--- config.mk ---
export PLATFORM = sky130hd
export DESIGN_NAME = alu_mul_sequencer
export DESIGN_NICKNAME = d
export VERILOG_FILES = /design/src/rtl/alu_pkg.sv /design/src/rtl/alu_mul_sequencer.sv
export SDC_FILE = /design/constraint.sdc
export NUM_CORES = 1
export LEC_CHECK = 0
export CELL_PAD_IN_SITES_DETAIL_PLACEMENT = 1
export CELL_PAD_IN_SITES_GLOBAL_PLACEMENT = 2
export CORE_MARGIN = 2
export CORE_UTILIZATION = 24
export DETAILED_ROUTE_END_ITERATION = 16
export PLACE_DENSITY = 0.8
export REMOVE_ABC_BUFFERS = 1
export SETUP_SLACK_MARGIN = 0.02
export SYNTH_ARGS = -nofsm -noshare
export SYNTH_HDL_FRONTEND = slang
export SYNTH_SLANG_ARGS = --single-unit
export TNS_END_PERCENT = 50
--- constraint.sdc ---
create_clock -name clk_in -period 1.9 [get_ports clk_in]
set_clock_uncertainty 0.1 [all_clocks]
set_input_delay 0.38 -clock clk_in [delete_from_list [all_inputs] [get_ports clk_in]]
set_output_delay 0.38 -clock clk_in [all_outputs]
set_load 0.01 [all_outputs]
--- src/rtl/alu_pkg.sv ---
// alu_pkg: shared ALU opcodes, default datapath width and multiplier sequencer states.
package alu_pkg;
  localparam logic [2:0] ALU_OP_SUB = 3'b000;
  localparam logic [2:0] ALU_OP_AND = 3'b001;
  localparam logic [2:0] ALU_OP_OR  = 3'b011;
  localparam logic [2:0] ALU_OP_ADD = 3'b111;
  localparam int XLEN_DEFAULT = 64;
  typedef enum logic [1:0] {IDLE, RUN, DONE} mulState_t;
endpackage

--- src/rtl/alu_mul_sequencer.sv ---
// alu_mul_sequencer: shift-and-add multiplier borrowing the shared external ALU for its additions.
// Define ALU_MUL_EARLY_TERM_EN to finish as soon as the remaining multiplier bits are all zero.
module alu_mul_sequencer
  import alu_pkg::*;
#(
  parameter int XLEN = XLEN_DEFAULT
) (
  input  logic            clk_in,
  input  logic            resetN_in,
  input  logic            reqValid_in,
  output logic            reqReady_out,
  input  logic [XLEN-1:0] multiplicand_in,
  input  logic [XLEN-1:0] multiplier_in,
  output logic            respValid_out,
  input  logic            respReady_in,
  output logic [XLEN-1:0] product_out,
  output logic            busy_out,
  output logic [XLEN-1:0] aluOperand1_out,
  output logic [XLEN-1:0] aluOperand2_out,
  output logic [2:0]      aluOpcode_out,
  input  logic [XLEN-1:0] aluResult_in
);
  localparam int CNT_W = $clog2(XLEN);
  mulState_t r_state, w_next;
  logic [XLEN-1:0] r_acc, r_mcand, r_mplier;
  logic [CNT_W-1:0] r_count;
  logic w_last, w_accept;
  assign w_accept = r_state == IDLE && reqValid_in;
`ifdef ALU_MUL_EARLY_TERM_EN
  assign w_last = r_count == CNT_W'(XLEN-1) || (r_mplier >> 1) == '0;
`else
  assign w_last = r_count == CNT_W'(XLEN-1);
`endif
  always_ff @(posedge clk_in or negedge resetN_in)
    if (!resetN_in) r_state <= IDLE;
    else r_state <= w_next;
  always_comb begin
    w_next = r_state;
    case (r_state)
      IDLE:    w_next = reqValid_in ? RUN : IDLE;
      RUN:     w_next = w_last ? DONE : RUN;
      DONE:    w_next = respReady_in ? IDLE : DONE;
      default: w_next = IDLE;
    endcase
  end
  // The ALU computes acc + mcand every RUN cycle; it is only kept when the current multiplier bit is set.
  always_ff @(posedge clk_in or negedge resetN_in)
    if (!resetN_in) begin
      r_acc    <= '0;
      r_mcand  <= '0;
      r_mplier <= '0;
      r_count  <= '0;
    end else if (w_accept) begin
      r_acc    <= '0;
      r_mcand  <= multiplicand_in;
      r_mplier <= multiplier_in;
      r_count  <= '0;
    end else if (r_state == RUN) begin
      if (r_mplier[0]) r_acc <= aluResult_in;
      r_mcand  <= r_mcand << 1;
      r_mplier <= r_mplier >> 1;
      r_count  <= r_count + 1'b1;
    end
  assign reqReady_out    = r_state == IDLE;
  assign busy_out        = r_state == RUN;
  assign respValid_out   = r_state == DONE;
  assign product_out     = r_state == DONE ? r_acc : '0;
  assign aluOperand1_out = r_state == RUN ? r_acc : '0;
  assign aluOperand2_out = r_state == RUN ? r_mcand : '0;
  assign aluOpcode_out   = ALU_OP_ADD;
endmodule

* After elaboration in Yosys (flattened, before gate mapping) *
Cells that the tools add are included.
W data, S select, Z words.

word-level totals
  register bits = 200
  input port bits = 196
  output and inout port bits = 198

operators by class
  add/sub/neg operators = 1
  eq/ne operators = 3
  muxes and demuxes = 16
  reduce and logical (&&, ||, !) cells = 5

operators by type and width
  kind                   count
  $mux W64               10
  $mux W6                2
  $add A6 B1 Y6 const B  1
  $eq A6 B6 Y1 const B   1
  $pmux W2 S3            1
  $mux W2                2
  $reduce_bool A2 Y1     2
  $eq A2 B1 Y1 const B   1
  $eq A2 B2 Y1 const B   1
  $logic_not A2 Y1       1
  $reduce_and A2 Y1      1
  $logic_and A1 B1 Y1    1
  $mux W1                1

* Depth between registers and ports, before layout *
  depth after elaboration = 4
  gate-level depth with buffers = 7

* Least setup slack after synthesis *
OpenSTA, ideal clock, no wires.

  path type = reg2out
  start point = reg r_state[1]
  end point = out aluOperand1_out[46]
  data arrival time = 1361 ps
  required time = 1420 ps
  slack = 59 ps
  stages on the path, launching flop included = 7
  buffers on the path = 3
  path through = dfrtp_1 nand2b_1 buf_2 inv_2 buf_2 clkbuf_1 and2_1

on the way
  cells in the longest elaborated chain, start to end = 2

ends and longest elaborated chain
  item                      RTL line                 text
  start: declaration        alu_mul_sequencer.sv:24  mulState_t r_state, w_next;
  start signal: assignment  alu_mul_sequencer.sv:36  else r_state <= w_next;
  $eq A2 B1 Y1              alu_mul_sequencer.sv:68  assign aluOperand1_out = r_state == RUN ? r_acc : '0;
  $mux W64                  alu_mul_sequencer.sv:68
  end: declaration          alu_mul_sequencer.sv:18  output logic [XLEN-1:0] aluOperand1_out,

No other way between the ends.

* Final worst setup path *
  start point = reg r_state[0]
  end point = out aluOperand1_out[32]

The elaborated chain is that of the path after synthesis.

==> impl_metrics.ini <==
[global_routing]
grt_usage_pct = 18.2
grt_max_degree = 77
grt_pass1_vias = 9698
grt_remaining_overflow = 0
grt_pass1_wl_um = 57400
antenna_found_initial = 0

[placed_design]
dp_hpwl_um = 25700
port_buffers = 390
dp_slack_ns = -0.282
routabilityCongestion = 0.837

[timing]
rsz0062_at_grt = true
finalSetupViolations = 248
fmax_mhz = 439
finalCritPeriodShare_pct = 120
final.setup.worst_slack_ns = -0.376
setup_tns_ns = -54.77
maxSlewHeadroom_pct = 44.5
hold_viol_final = 0
period_needed_ns = 2.28
report.final.slew_viol_count = 0
tightest_slew_ns = 0.832

[yosys]
synthTopCellsByArea = dfrtp_1 (54%), nand2_1 (11%), and2_1 (8.7%)
synth_top_cell_area_share_pct = 53.8
syn_avg_cell_area_sq_um = 9.15
yosys.area.top_type = dfrtp_1
syn_inst = 1017
syn_area_sq_um = 9310
ys_types = 31
yosys_warnings = 0
yosysSeqAreaShare_pct = 53.8
synth_seq_cells = 200

[hold_path]
whs_endpoint = r_mcand[0]
worstHoldStart = multiplicand_in[0]
min_path_cells = 3
hp-class = in2reg

[critical_path]
reg2reg_slack_ns = -0.11
path_cells = nand2b_4 -> clkinv_8 -> buf_4 -> buf_12 -> and2_1 -> buf_2
worst_path_largest_cell_delay_ns = 0.46
crit_required_ns = 1.42
crit_slowest_cell = dfrtp_2
arrival_ns = 1.80
worstRegToRegCells = 8
r2r_end = r_mplier[53]
r2r-start = r_state[0]
startpoint_type = register
worst-path-max-fanout = 21
cp-end-kind = output pin
crit_type = reg2out

[power]
power.total_mw = 26.3
vdd_drop_max_v = 0.000615
p_clk_share_pct = 15.2
powerDensity_nw_per_um2 = 1690
p_sw_share_pct = 40.0
sequentialPowerShare_pct = 29.7
leakage_nw = 7.75
p_comb_share_pct = 55.0
switchingPower_mw = 10.5
power.internal_mw = 15.8

[layout]
final_common_cell = nand2_1
drive_above_1_share_pct = 30.4
most-common-layout-cells = nand2_1 (213), dfrtp_1 (199), clkdlybuf4s50_1 (194)
nFillCells = 4436
regArea_sq_um = 5010
multi_input_area_sq_um = 4020
syn_to_final_growth_pct = 67.3
nNetsFinal = 1673
num_antenna_cells = 0

[floorplanning]
die_w_um = 201
rows = 72
die_height_um = 201
die_area_sq_um = 40400
num_io_pins = 394
start_util_pct = 24.2
core_sq_um = 38500

[drt]
routedWlPerCell_um = 19.0
drt_pass1_iterations = 5
drtIter0Drc = 452
routed_wl_um = 38100
ant_nets = 0
met2_length_um = 19300
wl_met1_um = 16400
wl_met3_um = 1540
routed.top_layer = met4
viasPerCell = 4.52
dr_total_vias = 9078
drc_errors = 0

[cts]
cts.sinks = 200
cts_tree = built
cts-root-buf = clkbuf_16
clock_latency_ns = 0.45
cts_buffers = 17
ctsLongestPathBuffers = 2
clk_pin_slew_worst_paths_ns = 0.07
htreeDepth = 4

[run_status]
failed_checks = negative setup slack
status = finished with violations

[flow_run]
maxCapViolCount = 0
what timing repair did:
action                                  CTS  global route
endpoints found under the hold margin    39             0
resized for setup                       310           509
setup buffers                            11            20
hold buffers                              1             0
gates cloned                              2            10
endpoints found under the setup margin  246           309
pin swaps                                 3            15
synth_stat cells:
library cell,instances
inv_2,1
a21o_1,1
nand3_1,4
buf_2,34
a22o_1,64
and2_1,129
o21bai_1,1
nand2_1,262
ha_1,1
a22oi_1,63
nand4_1,3
nor2b_1,1
clkbuf_1,35
a21oi_1,1
nor2_1,64
nand2b_1,2
inv_1,63
and3_1,1
nor2_2,1
a31oi_1,63
mux2i_1,3
buf_6,7
o21ba_2,1
dfrtp_1,200
and3b_1,1
nor3b_2,1
or3b_1,1
o21ai_0,3
buf_4,3
buf_1,2
conb_1,1
final cells by class:
| cell class | count | area share [%] |
|---|---|---|
| inverters | 64 | 1.62 |
| clock inverters | 14 | 1.19 |
| repair buffers | 517 | 32.1 |
| repair inverters | 2 | 0.161 |
| well taps | 518 | 4.16 |
| multi-input cells | 674 | 25.8 |
| flip-flops and latches | 200 | 32.2 |
| clock buffers | 18 | 2.82 |
critical path: cells and delay by family (launching register included):
kind / cells / cell delay, ns
buffers and inverters: 4 / 0.55
DFF: 1 / 0.46
and+or+nand+nor: 2 / 0.33
layer usage:
| layer | vias to the layer above | track usage [%] |
|---|---|---|
| met5 | - | 0 |
| met4 | 0 | 5.48 |
| met3 | 44 | 4.14 |
| met2 | 221 | 31.0 |
| met1 | 4540 | 22.9 |
| li1 | 4273 | - |
flip-flops by register name, indices dropped and copies added, names as in the netlist:
| register | count |
|---|---|
| r_acc | 64 |
| r_mplier | 64 |
| r_count | 6 |
| r_state | 2 |
| r_mcand | 64 |
worst max-delay path by stage:
stage	slack (ns)	depth (start not counted)	from	end
4_1_cts	-0.67	5	r_state[1]	product_out[49]
5_1_grt	-0.47	6	r_state[0]	aluOperand1_out[32]
6_report	-0.38	6	r_state[0]	aluOperand1_out[32]
2_1_floorplan	-2.14	3	r_state[1]	aluOperand1_out[0]
3_3_place_gp	-0.27	6	r_state[1]	aluOperand2_out[40]
3_5_place_dp	-0.28	6	r_state[1]	aluOperand2_out[40]
logic make-up after synthesis:
kind of cell	share of synthesized area [%]
mux	0.323
flops	53.8
simple gates	22.9
buf+inv	6.99
compound gates	15.8
other cells	0.0403
fa+ha+maj	0.134
per-stage QoR:
stage	util, %	hold slack, ns	area, sq um	cells
after detailed placement	37.6	0.293	14500	1933
final	40.5	0.361	15600	2007
after CTS	39.6	0.329	15200	1979
after floorplan	-	-0.0156	8900	938
after global placement	37.6	0.295	14500	1933
after global routing	40.5	0.363	15600	2007
power by group through the flow:
stage / Clock [mW] / Sequential [mW] / Combinational, mW
floorplan: 0 / 7.14 / 6.27
global placement: 0 / 7.60 / 13.4
detailed placement: 0 / 7.66 / 13.7
CTS: 4.15 / 7.63 / 13.7
global route: 4.31 / 8.05 / 15.8
finish: 4.00 / 7.81 / 14.5
No activity file was read; power rests on OpenSTA's default activity.
